===== config.mk =====
export PLATFORM = sky130hd
export DESIGN_NAME = serial_add_ctrl
export DESIGN_NICKNAME = d
export VERILOG_FILES = /design/src/rtl/serial_add_ctrl.sv
export SDC_FILE = /design/constraint.sdc
export NUM_CORES = 1
export LEC_CHECK = 0
export CORE_ASPECT_RATIO = 0.75
export CORE_MARGIN = 10
export CORE_UTILIZATION = 58
export CTS_BUF_LIST = sky130_fd_sc_hd__clkbuf_2
export DETAILED_ROUTE_END_ITERATION = 16
export PLACE_DENSITY = 0.88
export SLEW_MARGIN = 25
export SYNTH_ARGS = -nofsm -noshare
export SYNTH_HDL_FRONTEND = slang
export SYNTH_SLANG_ARGS = --single-unit

===== constraint.sdc =====
create_clock -name clk -period 2.9 [get_ports clk]
set_clock_uncertainty 0.1 [all_clocks]
set_input_delay 0.29 -clock clk [delete_from_list [all_inputs] [get_ports clk]]
set_output_delay 0.29 -clock clk [all_outputs]
set_load 0.005 [all_outputs]

===== src/rtl/serial_add_ctrl.sv =====
// serial_add_ctrl
//   Bit-serial adder/subtractor. One 1-bit full adder is stepped over the
//   operands LSB first, taking WIDTH cycles for each operation.
//
//   Parameters
//     WIDTH  operand/result width in bits (2..32)
//   Ports
//     clk    rising-edge clock
//     rst_n  asynchronous active-low reset
//     start  begin an operation (sampled only in IDLE)
//     sub    0 = A + B, 1 = A - B (sampled with start)
//     A, B   operands (sampled with start)
//     busy   high while bits are being processed
//     done   one-cycle completion pulse
//     S      registered result
//     c_out  registered carry-out (add) / not-borrow (sub)
//     ovf    registered two's-complement signed overflow
module serial_add_ctrl #(
  parameter int unsigned WIDTH = 8
) (
  input  logic             clk,
  input  logic             rst_n,
  input  logic             start,
  input  logic             sub,
  input  logic [WIDTH-1:0] A,
  input  logic [WIDTH-1:0] B,
  output logic             busy,
  output logic             done,
  output logic [WIDTH-1:0] S,
  output logic             c_out,
  output logic             ovf
);

  localparam int unsigned CW = (WIDTH > 1) ? $clog2(WIDTH) : 1;

  typedef enum logic [1:0] {
    IDLE = 2'd0,
    RUN  = 2'd1,
    DONE = 2'd2
  } state_t;

  state_t         state;
  state_t         state_nxt;

  logic [CW-1:0]    cnt;
  logic [WIDTH-1:0] a_sh;
  logic [WIDTH-1:0] b_sh;
  logic [WIDTH-1:0] w_sh;
  logic             carry;

  logic fa_a;
  logic fa_b;
  logic fa_s;
  logic fa_c;
  logic last_bit;

  // Single full adder fed from the LSBs of the operand shift registers.
  always_comb begin
    fa_a     = a_sh[0];
    fa_b     = b_sh[0];
    fa_s     = fa_a ^ fa_b ^ carry;
    fa_c     = (fa_a & fa_b) | (fa_a & carry) | (fa_b & carry);
    last_bit = (cnt == CW'(WIDTH - 1));
  end

  // State register
  always_ff @(posedge clk or negedge rst_n) begin
    if (!rst_n) begin
      state <= IDLE;
    end else begin
      state <= state_nxt;
    end
  end

  // Next state and status outputs
  always_comb begin
    state_nxt = state;
    busy      = 1'b0;
    done      = 1'b0;
    case (state)
      IDLE: begin
        if (start) state_nxt = RUN;
      end
      RUN: begin
        busy = 1'b1;
        if (last_bit) state_nxt = DONE;
      end
      DONE: begin
        done      = 1'b1;
        state_nxt = IDLE;
      end
      default: state_nxt = IDLE;
    endcase
  end

  // Datapath. Subtraction is A + ~B + 1: B is inverted on capture and the
  // carry flop is seeded with sub. At the MSB step, carry still holds the
  // carry into the MSB, so carry ^ fa_c is the signed overflow.
  always_ff @(posedge clk or negedge rst_n) begin
    if (!rst_n) begin
      cnt   <= '0;
      a_sh  <= '0;
      b_sh  <= '0;
      w_sh  <= '0;
      carry <= 1'b0;
      S     <= '0;
      c_out <= 1'b0;
      ovf   <= 1'b0;
    end else begin
      case (state)
        IDLE: begin
          if (start) begin
            a_sh  <= A;
            b_sh  <= sub ? ~B : B;
            carry <= sub;
            cnt   <= '0;
          end
        end
        RUN: begin
          a_sh  <= a_sh >> 1;
          b_sh  <= b_sh >> 1;
          w_sh  <= {fa_s, w_sh[WIDTH-1:1]};
          carry <= fa_c;
          if (last_bit) begin
            S     <= {fa_s, w_sh[WIDTH-1:1]};
            c_out <= fa_c;
            ovf   <= carry ^ fa_c;
          end else begin
            cnt <= cnt + CW'(1);
          end
        end
        default: ;
      endcase
    end
  end

endmodule


==> metrics.yaml <==
clock_tree:
  clk_pin_slew_ns: 0.20
  numCtsBuffers: 5
  clock_latency_ns: 0.39
  clock-sinks: 39
  cts_tree: "done"
  cts-root-buf: "clkbuf_2"
  post_cts_buffers: 0
  clock_path_buffers: 2
  htreeDepth: 2
  ctsResizeCount: 0
sta:
  tightestPinTransition_ns: 0.8342
  layout_min_cycle_time_ns: 2.428
  drv_slew: 0
  maxSlewHeadroom_pct: 44.39
  fin_crit_sh_pct: 83.72
  setup_viol: 0
  rsz0062_at_grt: "false"
  holdWs_ns: 0.4108
  hold_viol_final: 0
  max_freq_mhz: 411.9
  setup_tns_ns: 0
hold_path:
  hp-class: "in2async"
synth:
  synth_area_leader_cell: "dfrtp_1"
  synth_warnings: 0
  synth_cell_types: 29
  synth_seq_cells: 39
  ys_async_sr_fraction_pct: 100.0
  synth_flop_cell: "dfrtp_1"
  yosys-top-cells-count: "nand2_1 (41), dfrtp_1 (39), o21ai_0 (12)"
  synth_edf_count: 0
  synth_xor_area_share_pct: 4.516
  synth_compound_area_share_pct: 12.26
  yosysSeqAreaShare_pct: 55.91
  syn_nets: 186
  synth_area_um2: 1745
  synth.most_common_cell: "nand2_1"
  synth_adder_area_share_pct: 2.581
  synth_simple_gate_area_share_pct: 14.34
  yosys-top-cells-area: "dfrtp_1 (56%), nand2_1 (8.8%), mux2_2 (6.5%)"
  syn_area_per_cell_um2: 10.71
  synth_mux_area_share_pct: 6.452
  netlist_instances: 163
  synth_top_family_by_area: "simple AND/OR/NAND/NOR gates"
  netlist.area_leader.share_pct: 55.91
route:
  via_per_inst: 5.403
  wl_per_cell_um: 15.68
  ant_nets: 0
  totalWireLength_um: 3654
  route.met2.wl_um: 1788
  vias: 1259
  routed.top_layer: "met4"
  drtIter0Drc: 72
  m1WireLength_um: 1547
  drt_first_pass_iters: 4
  wl_met3_um: 187
  remaining_drc_errors: 0
finish:
  postLayoutCellArea_um2: 2107
  finalCoreUtilization_pct: 72.31
  nets: 217
  antennaDiodeCount: 0
  syn_to_final_growth_pct: 20.72
  drive_gt1_share_pct: 10.77
floorplanning:
  fp-row-count: 17
  core_um2: 2914
  die_w_um: 83.35
  pin_count: 32
  die_y_um: 67.51
  initial_core_util_pct: 59.90
  die_area_um2: 5627
global_route:
  grt_pass1_wl_um: 6023
  grt_max_degree: 40
  overflow: 0
  track_usage_pct: 13.43
  grt_antenna_before_repair: 0
  grt_pass1_vias: 1289
outcome:
  status: "complete, no violations"
critical_path:
  crit_slowest_cell: "dfrtp_1"
  endpoint_kind: "output port"
  crit_arrival_ns: 2.04
  crit_type: "reg2out"
  critical_path_required_ns: 2.51
  cp_num_buf_inv: 2
  path_cells: "nand2b_1 -> inv_2 -> clkdlybuf4s50_1"
  cp_top_family: "buffers and inverters"
  critPathLaunchType: "flip-flop"
  critPathMaxFanout: 15
  max_stage_delay_ns: 0.56
power:
  ir_drop_mv: 0.4934
  power_leakage_uw: 0.001009
  pwr_density_cell_nw_per_um2: 915.7
placed_design:
  dpl_cell_area_um2: 2059
  port_buffers: 31
  gp_congestion: 0.7583
  hpwlAfterDp_um: 2686
flow_run:
  cap_viol_max_count: 0
## power by group
part           internal (µW)  leakage (µW)  switching [µW]
clock network           58.0     0.0000281             168
registers                771      0.000500             144
logic                    405      0.000481             383
total                   1230       0.00101             695
## metal layers
layer | track usage (%) | up-vias
li1 | - | 621
met4 | 8.263 | 0
met3 | 4.207 | 13
met5 | 0 | -
met1 | 14.51 | 587
met2 | 23.27 | 38
## layout by cell type (no fill, tap or decap), types with 2 or more instances in the layout
cell type / n
nand2_1: 41
dfrtp_1: 39
clkdlybuf4s50_1: 30
o21ai_0: 12
mux2_2: 10
xor2_1: 8
clkbuf_2: 6
a32oi_1: 5
inv_1: 4
and3b_1: 4
a21oi_1: 4
a22oi_1: 4
clkinv_1: 3
nor2_1: 3
nor2b_1: 3
a22o_1: 2
a222oi_1: 2
ha_1: 2
## area by class of cell
| class | instances | area, µm² |
|---|---|---|
| sequential | 39 | 975.9 |
| fill | 193 | 807.0 |
| multi-input combinational | 109 | 700.7 |
| timing repair buffer | 33 | 322.8 |
| tap | 38 | 47.55 |
| clock buffer | 6 | 30.03 |
| inverter | 6 | 22.52 |
| clock inverter | 2 | 7.507 |
## through the flow
step	instances	setup slack, ns	total power (µW)
floorplan	163	1.256	1411
global placement	224	0.9402	1669
detailed placement	224	0.8546	1731
CTS	233	0.4509	1954
global route	233	0.2937	2086
finish	233	0.4721	1929
## flip-flops by register name, summed over array words and instances, names as in the netlist
register  flops
S             8
a_sh          8
b_sh          8
c_out         1
carry         1
cnt           3
ovf           1
state         2
w_sh          7
## kinds of logic after synthesis
kind of cell	count (synthesis)
buf+inv	15
xor+xnor	9
simple gates	55
flops	39
fa+ha+maj	3
mux	10
compound gates	32
## what timing repair did
item	4_1_cts	5_1_grt
setup endpoints to repair	0	0
hold endpoints to repair	39	0
hold buffers	1	0
## final timing paths
path	startpoint	end	slack (ns)	depth (start not counted)
max in group asynchronous	rst_n	S[0]	1.75	2
hold / removal	rst_n	b_sh[7]	0.41	2
setup / recovery	state[1]	busy	0.47	3
min in group clk	ovf	ovf	0.41	2
hold reg to reg	ovf	ovf	0.41	2
setup reg to reg	cnt[0]	S[0]	1.01	4
No activity file was read; power rests on OpenSTA's default activity.
